`src/rtl/gpia_pkg.sv`:
```
// Shared constants for the GPIA Wishbone controller: port width, bit-bank
// mode encodings, read address map and bus handshake states.
package gpia_pkg;

  localparam int unsigned GPIA_W = 16;

  typedef enum logic [1:0] {
    MODE_WR  = 2'd0,
    MODE_SET = 2'd1,
    MODE_CLR = 2'd2,
    MODE_TGL = 2'd3
  } gpia_mode_e;

  typedef enum logic [1:0] {
    ADR_Q        = 2'd0,
    ADR_SYNC     = 2'd1,
    ADR_EDGE     = 2'd2,
    ADR_EDGE_CLR = 2'd3
  } gpia_adr_e;

  typedef enum logic {
    ST_IDLE = 1'b0,
    ST_ACK  = 1'b1
  } gpia_bus_state_e;

  // Byte-lane select expanded to a per-bit strobe mask.
  function automatic logic [GPIA_W-1:0] sel_to_mask(input logic [1:0] sel);
    return {{8{sel[1]}}, {8{sel[0]}}};
  endfunction

endpackage

```
`src/rtl/gpia_wb_ctrl_if.sv`:
```
// Wishbone slave-side bundle for gpia_wb_ctrl. Signal names keep the
// controller's point of view (_i driven by the master, _o by the slave).
interface gpia_wb_ctrl_if;

  logic                        cyc_i;
  logic                        stb_i;
  logic                        we_i;
  logic [1:0]                  adr_i;
  logic [gpia_pkg::GPIA_W-1:0] dat_i;
  logic [1:0]                  sel_i;
  logic [gpia_pkg::GPIA_W-1:0] dat_o;
  logic                        ack_o;

  modport master (
    output cyc_i, stb_i, we_i, adr_i, dat_i, sel_i,
    input  dat_o, ack_o
  );

  modport slave (
    input  cyc_i, stb_i, we_i, adr_i, dat_i, sel_i,
    output dat_o, ack_o
  );

endinterface

```
`src/rtl/gpia_sync.sv`:
```
// Two-flop synchronizer for the asynchronous GPIA inputs plus a per-bit
// rising-edge detect on the synchronized value.
module gpia_sync
  import gpia_pkg::*;
(
  input  logic              clk_i,
  input  logic              res_i,
  input  logic [GPIA_W-1:0] inp_i,
  output logic [GPIA_W-1:0] sync_o,
  output logic [GPIA_W-1:0] rise_o
);

  logic [GPIA_W-1:0] meta_q;
  logic [GPIA_W-1:0] sync_q;
  logic [GPIA_W-1:0] prev_q;

  // Synchronizer chain; prev_q holds last cycle's synchronized value.
  always_ff @(posedge clk_i) begin
    if (!res_i) begin
      meta_q <= '0;
      sync_q <= '0;
      prev_q <= '0;
    end else begin
      meta_q <= inp_i;
      sync_q <= meta_q;
      prev_q <= sync_q;
    end
  end

  assign sync_o = sync_q;
  assign rise_o = sync_q & ~prev_q;

endmodule

```
`src/rtl/gpia_wb_ctrl.sv`:
```
// Wishbone register front end for a GPIA_BIT bank: write requests become
// one-cycle mode/data/strobe commands, reads return bank state, synchronized
// inputs or the sticky edge latch.
// Optional feature macro: GPIA_EDGE_CAPTURE_EN (edge latch present).
module gpia_wb_ctrl
  import gpia_pkg::*;
(
  input  logic              clk_i,
  input  logic              res_i,
  gpia_wb_ctrl_if.slave     wb,
  output logic [1:0]        mode_o,
  output logic [GPIA_W-1:0] d_o,
  output logic [GPIA_W-1:0] stb_o,
  input  logic [GPIA_W-1:0] q_i,
  input  logic [GPIA_W-1:0] inp_i
);

  gpia_bus_state_e   state_q;
  logic [1:0]        mode_q;
  logic [GPIA_W-1:0] d_q;
  logic [GPIA_W-1:0] stb_q;
  logic [GPIA_W-1:0] dat_q;
  logic [GPIA_W-1:0] dat_d;
  logic [GPIA_W-1:0] sync_in;
  logic [GPIA_W-1:0] rise;
  logic [GPIA_W-1:0] edge_rd;
  logic              req;
  logic              rd_clr;

  gpia_sync u_sync (
    .clk_i  (clk_i),
    .res_i  (res_i),
    .inp_i  (inp_i),
    .sync_o (sync_in),
    .rise_o (rise)
  );

  // The ack cycle blocks a new request, so held strobes ack every other cycle.
  assign req    = wb.cyc_i & wb.stb_i & (state_q == ST_IDLE);
  assign rd_clr = req & ~wb.we_i & (wb.adr_i == ADR_EDGE_CLR);

`ifdef GPIA_EDGE_CAPTURE_EN
  logic [GPIA_W-1:0] edge_q;
  logic [GPIA_W-1:0] edge_d;

  // Clearing happens at the request edge so the latch reads zero during the
  // ack cycle; an edge detected on that same edge is ORed in afterwards.
  always_comb begin
    edge_d = edge_q;
    if (rd_clr) edge_d = '0;
    edge_d = edge_d | rise;
  end

  // Sticky edge latch.
  always_ff @(posedge clk_i) begin
    if (!res_i) edge_q <= '0;
    else        edge_q <= edge_d;
  end

  assign edge_rd = edge_q;
`else
  logic unused_edge;
  assign unused_edge = ^{rise, rd_clr};
  assign edge_rd     = '0;
`endif

  // Read data selection by register address.
  always_comb begin
    dat_d = '0;
    unique case (wb.adr_i)
      ADR_Q:        dat_d = q_i;
      ADR_SYNC:     dat_d = sync_in;
      ADR_EDGE:     dat_d = edge_rd;
      ADR_EDGE_CLR: dat_d = edge_rd;
      default:      dat_d = '0;
    endcase
  end

  // Handshake FSM with registered bus and bit-bank outputs.
  always_ff @(posedge clk_i) begin
    if (!res_i) begin
      state_q <= ST_IDLE;
      mode_q  <= '0;
      d_q     <= '0;
      stb_q   <= '0;
      dat_q   <= '0;
    end else begin
      stb_q <= '0;
      dat_q <= '0;
      unique case (state_q)
        ST_IDLE: begin
          if (req) begin
            state_q <= ST_ACK;
            if (wb.we_i) begin
              mode_q <= wb.adr_i;
              d_q    <= wb.dat_i;
              stb_q  <= sel_to_mask(wb.sel_i);
            end else begin
              dat_q  <= dat_d;
            end
          end
        end
        ST_ACK:  state_q <= ST_IDLE;
        default: state_q <= ST_IDLE;
      endcase
    end
  end

  assign wb.ack_o = (state_q == ST_ACK);
  assign wb.dat_o = dat_q;
  assign mode_o   = mode_q;
  assign d_o      = d_q;
  assign stb_o    = stb_q;

endmodule

```
`src/flat_wrapper.sv`:
```
// flat-port wrapper written by rule: the top's interface ports become plain ports
module gpia_wb_ctrl_flat import gpia_pkg::*;
  (clk_i, res_i, mode_o, d_o, stb_o, q_i, inp_i, wb_cyc_i, wb_stb_i, wb_we_i, wb_adr_i, wb_dat_i, wb_sel_i, wb_dat_o, wb_ack_o);
  gpia_wb_ctrl_if wb_i ();
  input  logic clk_i;
  input  logic res_i;
  output logic [1:0] mode_o;
  output logic [GPIA_W-1:0] d_o;
  output logic [GPIA_W-1:0] stb_o;
  input  logic [GPIA_W-1:0] q_i;
  input  logic [GPIA_W-1:0] inp_i;
  input wire logic [$bits(wb_i.cyc_i)-1:0] wb_cyc_i;
  input wire logic [$bits(wb_i.stb_i)-1:0] wb_stb_i;
  input wire logic [$bits(wb_i.we_i)-1:0] wb_we_i;
  input wire logic [$bits(wb_i.adr_i)-1:0] wb_adr_i;
  input wire logic [$bits(wb_i.dat_i)-1:0] wb_dat_i;
  input wire logic [$bits(wb_i.sel_i)-1:0] wb_sel_i;
  output wire logic [$bits(wb_i.dat_o)-1:0] wb_dat_o;
  output wire logic [$bits(wb_i.ack_o)-1:0] wb_ack_o;
  assign wb_i.cyc_i = wb_cyc_i;
  assign wb_i.stb_i = wb_stb_i;
  assign wb_i.we_i = wb_we_i;
  assign wb_i.adr_i = wb_adr_i;
  assign wb_i.dat_i = wb_dat_i;
  assign wb_i.sel_i = wb_sel_i;
  assign wb_dat_o = wb_i.dat_o;
  assign wb_ack_o = wb_i.ack_o;
  gpia_wb_ctrl u_core (.clk_i(clk_i), .res_i(res_i), .wb(wb_i), .mode_o(mode_o), .d_o(d_o), .stb_o(stb_o), .q_i(q_i), .inp_i(inp_i));
endmodule
```
`config.mk`:
```
export PLATFORM = sky130hd
export DESIGN_NAME = gpia_wb_ctrl_flat
export DESIGN_NICKNAME = d
export VERILOG_FILES = /design/src/rtl/gpia_pkg.sv /design/src/rtl/gpia_wb_ctrl_if.sv /design/src/rtl/gpia_sync.sv /design/src/rtl/gpia_wb_ctrl.sv /design/src/flat_wrapper.sv
export SDC_FILE = /design/constraint.sdc
export NUM_CORES = 1
export LEC_CHECK = 0
export BUFFER_PORTS_ARGS = -buffer_cell sky130_fd_sc_hd__buf_2
export CORE_MARGIN = 2
export CORE_UTILIZATION = 42
export CTS_CLUSTER_DIAMETER = 30
export CTS_CLUSTER_SIZE = 28
export DETAILED_ROUTE_END_ITERATION = 7
export PLACE_DENSITY = 0.74
export SLEW_MARGIN = 25
export SYNTH_ARGS = -nofsm -noshare
export SYNTH_HDL_FRONTEND = slang
export SYNTH_SLANG_ARGS = --single-unit
```
`constraint.sdc`:
```
create_clock -name clk_i -period 1.13 [get_ports clk_i]
set_clock_uncertainty 0.1 [all_clocks]
set_input_delay 0.0565 -clock clk_i [delete_from_list [all_inputs] [get_ports clk_i]]
set_output_delay 0.0565 -clock clk_i [all_outputs]
set_load 0.03 [all_outputs]
```
==> flow_summary.yaml, run 1 <==
critical_path:
  critical-path-max-stage-delay_ps: 360
  cp_slowest_cell: "and4b_4"
  reg2regPathDepth: 3
  worstPathRequired_ps: 1290
  cp-start-kind: "flip-flop"
  r2r_slack_ps: -120
  arrival_ps: 1410
  endpoint: "u_core.d_o[3]$_SDFFE_PN0P_"
  end_kind: "flip-flop"
  crit_start: "u_core.wb.ack_o$_SDFF_PP0_"
  worstPathCellList: "and4b_4, buf_12, mux2i_1"
  reg2reg_from: "u_core.wb.ack_o$_SDFF_PP0_"
  r2r_end: "u_core.d_o[3]$_SDFFE_PN0P_"
  worstPathMaxFanout: 11
  critical_path_class: "reg -> reg"
synthesis:
  synth_cell_type_count: 16
  yosysTopAreaCellShare: 0.5610
  ys_top_cells_by_area: "dfxtp_1 56%, mux2i_1 14%, and2_1 8.1%"
  synth-seq-cells: 69
  synth_cells: 222
  synth_area_um2: 2462
  synth_area_per_cell_um2: 11.09
  synth_fp_nets: 279
  ys_seq_area_frac: 0.5610
  yosys.area.top_type: "dfxtp_1"
  ys_warn_count: 0
clock_tree:
  htree_levels: 3
  path_clk_slew_ps: 70
  cts_sinks: 69
  cts_tree: "yes"
  post_cts_buffers: 0
  cts_buffers: 9
  insertion_delay_ps: 340
  cts_buffer_depth: 2
  cts-root-buf: "clkbuf_8"
routing:
  vias: 1970
  dr.pass1.iters: 4
  route.detailed.drc: 0
  viasPerCell: 4.358
  wirelength_um: 5664
  postRouteAntennaNets: 0
  drt_iter0_markers: 60
  wire_per_inst_um: 12.53
final_layout:
  fillers: 387
  drive_gt1_frac: 0.3974
  post-route-util: 0.6853
  fin_nets: 432
  area_growth_pct: 55.13
  diodes: 0
global_routing:
  grt_max_degree: 31
  grt_pass1_wl_um: 8700
  grt_pass1_vias: 1872
  grt_usage: 0.1801
  grt_overflow: 0
  antenna_found_initial: 0
floorplanning:
  start_util: 0.4418
  die_y_um: 80.57
  pin_count: 108
  dieArea_um2: 6492
  die-width_um: 80.57
  rows: 27
  fp.coreArea_um2: 5574
timing:
  worst_pin_slew_ps: 296.3
  relSlewSlack: 0.7968
  setup_slack_ps: -124.0
  post-route-period-util: 1.110
  fmax_mhz: 797.5
  slew_viol_final: 0
  setup_violations: 18
  timing.final.crit_period_ps: 1254
  final_hold_viol_count: 0
  rsz0062_at_grt: "yes"
run_status:
  status: "finished, violations left"
  failed_checks: "negative setup slack"
pwr:
  powerDensity_nw_per_um2: 1462
  ir_worst_vdd_mv: 1.023
  power_uw: 5585
  leakagePower_uw: 0.001806
placement:
  dp_hpwl_um: 3569
  place.gp.congestion: 0.7008
  io_buffer_count: 107
job:
  cap_violations: 0
min_path:
  hold_path_class: "in -> reg"
[cell families after synthesis]
family                 Yosys count  synth area share
buffers and inverters           30           0.09248
multiplexers                    34            0.1382
flip-flops                      69            0.5610
AND/OR/NAND/NOR                 89            0.2083
[cell type report]
class	instances	area, µm²	share of cell area
flip-flops and latches	69	1393	0.3646
clock inverters	7	122.6	0.03210
clock buffers	9	123.9	0.03243
well taps	72	90.09	0.02358
inverters	1	3.754	0.0009826
repair buffers	171	1209	0.3164
multi-input cells	123	878.3	0.2299
[registers in the layout (all words and copies together) (netlist names)]
name                  count
u_core.d_o               16
u_core.u_sync.meta_q     16
u_core.u_sync.sync_o     16
u_core.wb.dat_o          16
u_core.mode_o             2
u_core.stb_o              2
u_core.wb.ack_o           1
[critical path: cells and delay by family, from the launching register on]
family | cells | cell delay (ps)
multiplexers | 1 | 210
buffers and inverters | 1 | 150
flip-flops | 1 | 350
AND/OR/NAND/NOR | 1 | 360
[worst min-delay path by stage]
stage                                                endpoint  slack, ps  cells after the start   startpoint
after floorplan            u_core.u_sync.meta_q[0]$_SDFF_PN0_         80                      1     inp_i[0]
after global placement     u_core.u_sync.meta_q[8]$_SDFF_PN0_        160                      2     inp_i[8]
after detailed placement  u_core.u_sync.meta_q[15]$_SDFF_PN0_        170                      2    inp_i[15]
after CTS                       u_core.mode_o[0]$_SDFFE_PN0P_         40                      4  wb_adr_i[0]
after global routing            u_core.mode_o[0]$_SDFFE_PN0P_         60                      4  wb_adr_i[0]
final                           u_core.mode_o[0]$_SDFFE_PN0P_         70                      4  wb_adr_i[0]
[through the flow]
| stage | hold slack [ps] | instances | cell area, µm² | setup TNS, ps | setup WS (ps) |
|---|---|---|---|---|---|
| after floorplan | 83.79 | 222 | 2466 | -2178 | -153.5 |
| after global placement | 162.6 | 381 | 2973 | -324.4 | -23.17 |
| after detailed placement | 166.1 | 381 | 2973 | -1108 | -134.4 |
| after CTS | 41.38 | 452 | 3784 | -1349 | -146.9 |
| after global routing | 63.51 | 452 | 3820 | -2346 | -148.8 |
| final | 67.19 | 452 | 3820 | -1362 | -124.0 |
[cells in the mapped netlist]
cell type and number:
and2_1 32, and3_1 2, and4b_4 1, buf_12 2, buf_2 3, buf_4 19, buf_6 1, clkbuf_1 4
dfxtp_1 69, inv_1 1, mux2i_1 34, nand2_1 36, nand4b_2 1, nor3_1 6, nor3_2 10, or2_1 1
[routing by layer]
layer	vias up	global-route usage	wire length, µm
met5	-	0	0
met4	0	0.07627	115
met3	11	0.05393	319
met2	71	0.3233	2975
met1	881	0.1951	2254
li1	1007	-	-
[timing repair]
| item | in CTS | in global routing |
|---|---|---|
| endpoints found under the hold margin | 52 | 0 |
| hold buffers | 55 | 0 |
| resized for setup | 6 | 12 |
| cloned | 0 | 0 |
| endpoints found under the setup margin | 36 | 44 |
[placed cells by master (no fill, tap or decap)]
cell / instances
clkbuf_4: 2
nor3_1: 3
dfxtp_1: 66
nor3_2: 12
dlygate4sd3_1: 55
nand4b_2: 1
buf_2: 100
buf_4: 11
mux2i_2: 1
dfxtp_4: 3
and3_1: 2
inv_6: 1
and4b_4: 1
clkinvlp_4: 2
nor3_4: 1
mux2i_1: 33
clkinv_4: 1
buf_12: 3
bufinv_16: 3
inv_1: 1
nand2_1: 36
or2_1: 1
clkbuf_8: 9
and2_1: 32
[power by group]
| group | internal, µW | switching, µW | total (µW) |
|---|---|---|---|
| sequential | 2510 | 27.8 | 2530 |
| combinational | 332 | 280 | 612 |
| clock | 1480 | 963 | 2440 |
| total | 4310 | 1270 | 5580 |
No activity file was read; power rests on OpenSTA's default activity.
==> inputs of run 2 (changes only) <==
Settings changed: ABC_AREA set to 1, CORE_UTILIZATION 42 to 43.
==> flow_summary.yaml, run 2 <==
global_routing:
  antenna_found_initial: 0
  grt_pass1_wl_um: 9597
  grt_overflow: 0
  grt_pass1_vias: 2299
  grt_usage: 0.1863
  grt_max_degree: 33
synthesis:
  yosys.area.top_type: "dfxtp_1"
  synth_cell_type_count: 16
  yosys.area_share.simple: 0.2400
  synth-adder-area-share: 0
  synth_compound_area_frac: 0.03327
  synth_commonest_cells: "88 x inv_1, 86 x nand2_1, 69 x dfxtp_1"
  synth_fp_nets: 407
  synth-seq-cells: 69
  synth_cells: 350
  ys_warn_count: 0
  async_reset_ff_frac: 0
  ys_seq_area_frac: 0.5247
  yosysMostFrequentCell: "inv_1"
  synthMuxAreaShare: 0
  yosysTopAreaCellShare: 0.5247
  synth-main-ff-cell: "dfxtp_1"
  synth_area_um2: 2633
  ys_top_cells_by_area: "dfxtp_1 52%, inv_1 13%, nand2_1 12%"
  post_synth_xor_area_fraction: 0
  synth_top_family_by_area: "simple AND/OR/NAND/NOR gates"
  synth_area_per_cell_um2: 7.522
  synth-edff-count: 0
critical_path:
  cp_slowest_cell: "dlygate4sd3_1"
  cp_top_family: "buffers and inverters"
  end_kind: "flip-flop"
  cp-start-kind: "input port"
  r2r_slack_ps: 40
  worstPathMaxFanout: 18
  worstPathRequired_ps: 1300
  critical-path-max-stage-delay_ps: 540
  critical_path_class: "in -> reg"
  worstPathCellList: "dlygate4sd3_1, buf_6, nand4_2, buf_12, nand2_1, inv_1, nor2_2"
  path_buf_inv: 4
  arrival_ps: 1260
placement:
  io_buffer_count: 107
  dp_hpwl_um: 3836
  dpl.cell_count: 508
  dp_slack_ps: -19.28
  place.gp.congestion: 0.7907
clock_tree:
  insertion_delay_ps: 330
  cts_buffers: 9
  cts_tree: "yes"
  htree_levels: 3
  path_clk_slew_ps: 70
  cts_buffer_depth: 2
  cts-root-buf: "clkbuf_8"
  cts_sinks: 69
run_status:
  failed_checks: "negative hold slack"
  status: "finished, violations left"
pwr:
  sw_frac_of_total: 0.2612
  p_comb_frac: 0.141
  powerDensity_nw_per_um2: 1277
  p_int_uw: 3632
  clkPwrFrac: 0.339
  power_uw: 4916
  power.switching_uw: 1284
  ir_worst_vdd_mv: 0.6603
  pwr-share-seq: 0.520
  leakagePower_uw: 0.002179
timing:
  timing.final.crit_period_ps: 1096
  relSlewSlack: 0.7538
  setup_violations: 0
  post-route-period-util: 0.9697
  slew_viol_final: 0
  fin_hold_ws_ps: -45.08
  fmax_mhz: 912.6
  rsz0062_at_grt: "yes"
  final_hold_viol_count: 4
  worst_pin_slew_ps: 368.5
  setup_slack_ps: 34.24
  setup_tns_ps: 0
final_layout:
  layoutNonFillerInstCount: 574
  fin_nets: 551
  area_growth_pct: 46.25
  layout_commonest_cell: "buf_2"
  final_cell_mix: "100 x buf_2, 88 x inv_1, 86 x nand2_1, 66 x dfxtp_1, 49 x dlygate4sd3_1"
  diodes: 0
  drive_gt1_frac: 0.2926
floorplanning:
  rows: 28
  die-width_um: 82.25
  fp.coreArea_um2: 5921
  dieArea_um2: 6764
  die_y_um: 82.25
  pin_count: 108
  start_util: 0.4446
routing:
  vias: 2408
  postRouteAntennaNets: 0
  wirelength_um: 6168
  wire_per_inst_um: 10.75
  drt_iter0_markers: 139
  dr.pass1.iters: 4
  viasPerCell: 4.195
  route.detailed.drc: 0
min_path:
  hold_path_class: "in -> reg"
job:
  cap_violations: 0
run 2: cell count changes in the layout (fill, tap and decap cells not counted), moves of 4 or more:
cell / before / now
a21oi_1: 0 / 12
a21oi_2: 0 / 4
and2_1: 32 / 0
buf_4: 11 / 5
dlygate4sd3_1: 55 / 49
inv_1: 1 / 88
mux2i_1: 33 / 0
nand2_1: 36 / 86
nand3_1: 0 / 33
nor2_1: 0 / 18
nor3_2: 12 / 0
run 2: power groups by stage:
stage               Clock [µW]  Sequential (µW)  Combinational (µW)
global placement             0             2610                 519
CTS                       1720             2560                 658
detailed placement           0             2610                 530
global route              1810             2560                 766
finish                    1670             2560                 693
floorplan                    0             2690                 271
run 2: cell type report:
class	instances	area (µm²)
multi-input cells	162	745.7
fillers	488	2071
flip-flops and latches	69	1388
inverters	90	337.8
well taps	75	93.84
clock inverters	6	40.04
repair buffers	162	1117
clock buffers	10	127.6
run 2: stage by stage:
step / hold slack [ps] / area, µm² / utilization
finish: -45.08 / 3850 / 0.6503
global route: -20.50 / 3850 / 0.6503
CTS: -75.96 / 3765 / 0.6359
detailed placement: 143.3 / 3119 / 0.5268
global placement: 139.1 / 3119 / 0.5268
floorplan: 54.13 / 2634 / -
run 2: path summary, 6_finish.rpt:
kind	endpoint	cells after the start	from
max	u_core.d_o[14]$_SDFFE_PN0P_	7	wb_we_i
min	u_core.d_o[1]$_SDFFE_PN0P_	5	wb_dat_i[1]
max reg2reg	u_core.wb.dat_o[12]$_SDFF_PP0_	5	u_core.wb.ack_o$_SDFF_PP0_
min reg2reg	u_core.u_sync.sync_o[9]$_SDFF_PN0_	2	u_core.u_sync.meta_q[9]$_SDFF_PN0_
run 2: metal layers:
metal,vias up,global-route usage,share of wire
met4,0,0.1200,0.029
met3,20,0.03804,0.068
met2,99,0.3210,0.49
met1,1007,0.2079,0.42
li1,1282,-,-
met5,-,0,0
run 2: kinds of logic after synthesis:
family / count (synthesis)
buf+inv: 119
flops: 69
simple gates: 146
compound gates: 16
run 2: worst register-to-register path, cell delays in order, from the launching register on:
cell     delay [ps]
dfxtp_2         340
inv_2            70
nand2_1          80
nor2_4          160
nand2_8         120
a21oi_1         150
run 2: repair_timing:
action	CTS	global route
endpoints found under the hold margin	53	7
buffers inserted	0	1
pin swaps	1	1
setup endpoints to repair	15	40
hold buffers	47	2
gates resized for setup	2	15
==> inputs of run 3 (changes only) <==
Settings changed: CAP_MARGIN set to 25, CORE_ASPECT_RATIO set to 0.6, CORE_UTILIZATION 43 to 45, CTS_BUF_LIST set to sky130_fd_sc_hd__clkbuf_4, PLACE_DENSITY 0.74 to 0.77.
==> flow_summary.yaml, run 3 (synthesis gave the netlist of run 2 again) <==
floorplanning:
  rows: 21
  pin_count: 108
  die_y_um: 63.25
  fp.coreArea_um2: 5623
  die-width_um: 102.7
  dieArea_um2: 6498
  start_util: 0.4682
clock_tree:
  post_cts_buffers: 0
  cts_tree: "yes"
  cts_buffers: 9
  path_clk_slew_ps: 120
  cts_sinks: 69
  cts-root-buf: "clkbuf_4"
  htree_levels: 3
  cts_buffer_depth: 2
  insertion_delay_ps: 390
critical_path:
  arrival_ps: 1380
  critical_path_class: "in -> reg"
  end_kind: "flip-flop"
  worstPathRequired_ps: 1360
  reg2regPathDepth: 5
  cp-start-kind: "input port"
  r2r_slack_ps: 0
  r2r_end: "u_core.wb.dat_o[12]$_SDFF_PP0_"
  worstPathMaxFanout: 16
  crit_start: "wb_adr_i[0]"
  reg2reg_from: "u_core.wb.ack_o$_SDFF_PP0_"
final_layout:
  diodes: 0
  area_growth_pct: 52.99
  fin_nets: 560
  stdcell_area_um2: 4028
  final_cell_mix: "88 x inv_1, 85 x nand2_1, 66 x buf_2, 56 x dlygate4sd3_1, 53 x dfxtp_1"
  seq_area_um2: 1409
  layout_commonest_cell: "inv_1"
  drive_gt1_frac: 0.3169
  multi_input_area_um2: 740.7
  fillers: 469
global_routing:
  grt-busiest-layer: "met2"
  use_met1: 0.2536
  groute.layer.met3.usage: 0.07103
  grt_usage: 0.2173
  grt_max_degree: 34
  antenna_found_initial: 0
  grt_overflow: 0
  grt_pass1_vias: 2325
  gr-usage-met2: 0.3595
  grt_pass1_wl_um: 10660
pwr:
  pwr-share-seq: 0.520
  sw_frac_of_total: 0.2722
  p_comb_frac: 0.148
  p_int_uw: 3587
  powerDensity_nw_per_um2: 1224
  ir_worst_vdd_mv: 0.7502
  power_uw: 4928
  leakagePower_uw: 0.002211
  clkPwrFrac: 0.332
  power.switching_uw: 1341
job:
  cap_violations: 0
timing:
  slew_viol_final: 0
  timing.final.crit_period_ps: 1149
  setup_slack_ps: -18.99
  relSlewSlack: 0.7629
  worst_pin_slew_ps: 354.8
  final_hold_viol_count: 0
  setup_violations: 9
  fmax_mhz: 870.3
  rsz0062_at_grt: "yes"
  post-route-period-util: 1.017
min_path:
  hold_path_class: "in -> reg"
  whs_path_depth: 4
  worstHoldEndpoint: "u_core.u_sync.meta_q[2]$_SDFF_PN0_"
  worstHoldStart: "inp_i[2]"
placement:
  dp_hpwl_um: 4161
  placed_area_um2: 3148
  place.gp.congestion: 0.8797
  io_buffer_count: 107
run_status:
  status: "finished, violations left"
  failed_checks: "negative setup slack"
routing:
  wirelength_um: 6641
  dr.pass1.iters: 4
  route.detailed.drc: 0
  postRouteAntennaNets: 0
  wire_per_inst_um: 11.29
  viasPerCell: 4.252
  vias: 2500
  drt_iter0_markers: 53
-- run 3: changes by cell type in the layout (fill, tap and decap cells not counted), moves of 3 or more --
cell and delta:
buf_6 +4, clkbuf_8 -9, buf_4 +34, dfxtp_1 -13
clkbuf_4 +8, buf_2 -34, dlygate4sd3_1 +7, clkinv_2 -3
dfxtp_2 +11
-- run 3: how the worst max path moves through the flow --
| stage | slack [ps] | cells after the start | to |
|---|---|---|---|
| after floorplan | 10 | 6 | u_core.d_o[5]$_SDFFE_PN0P_ |
| after CTS | -20 | 1 | stb_o[13] |
| after global routing | -80 | 1 | stb_o[10] |
| after detailed placement | 50 | 5 | u_core.wb.dat_o[13]$_SDFF_PP0_ |
| after global placement | 130 | 5 | u_core.wb.dat_o[12]$_SDFF_PP0_ |
| final | -20 | 5 | u_core.wb.dat_o[0]$_SDFF_PP0_ |
-- run 3: cell type report --
type	instances	area share
clock inverters	7	0.02050
repair buffers	171	0.3203
multi-input cells	162	0.1839
flip-flops and latches	69	0.3498
inverters	90	0.08388
well taps	80	0.02485
clock buffers	9	0.01678
-- run 3: through the flow --
step | util | cells | setup WS (ps) | setup TNS (ps) | hold slack [ps]
after floorplan | - | 350 | 11.36 | 0 | 54.13
after global placement | 0.5599 | 516 | 130.4 | 0 | 138.0
after detailed placement | 0.5599 | 516 | 50.72 | 0 | 141.2
after CTS | 0.7025 | 588 | -20.29 | -254.9 | 236.2
after global routing | 0.7163 | 588 | -80.57 | -1716 | 249.7
final | 0.7163 | 588 | -18.99 | -43.46 | 269.0
-- run 3: metal layers --
metal / wire, µm / vias up
met5: 0 / -
met4: 248 / 0
met3: 462 / 22
met2: 3051 / 107
met1: 2879 / 1068
li1: - / 1303
-- run 3: worst max-delay path: stages --
cell and delay [ps]:
dlygate4sd3_1 520, buf_2 150, nor2_4 310, nand2_1 160
a21oi_2 180
-- run 3: power by group through the flow --
stage / Sequential, µW / Clock, µW / Combinational (µW)
after floorplan: 2690 / 0 / 271
after global placement: 2610 / 0 / 525
after detailed placement: 2620 / 0 / 536
after CTS: 2560 / 1670 / 704
after global routing: 2570 / 1810 / 804
final: 2560 / 1640 / 729
-- run 3: repair_timing --
action	CTS	global route
endpoints found under the setup margin	28	58
pin swaps	0	1
hold buffers	56	0
endpoints found under the hold margin	51	0
gates resized for setup	36	42
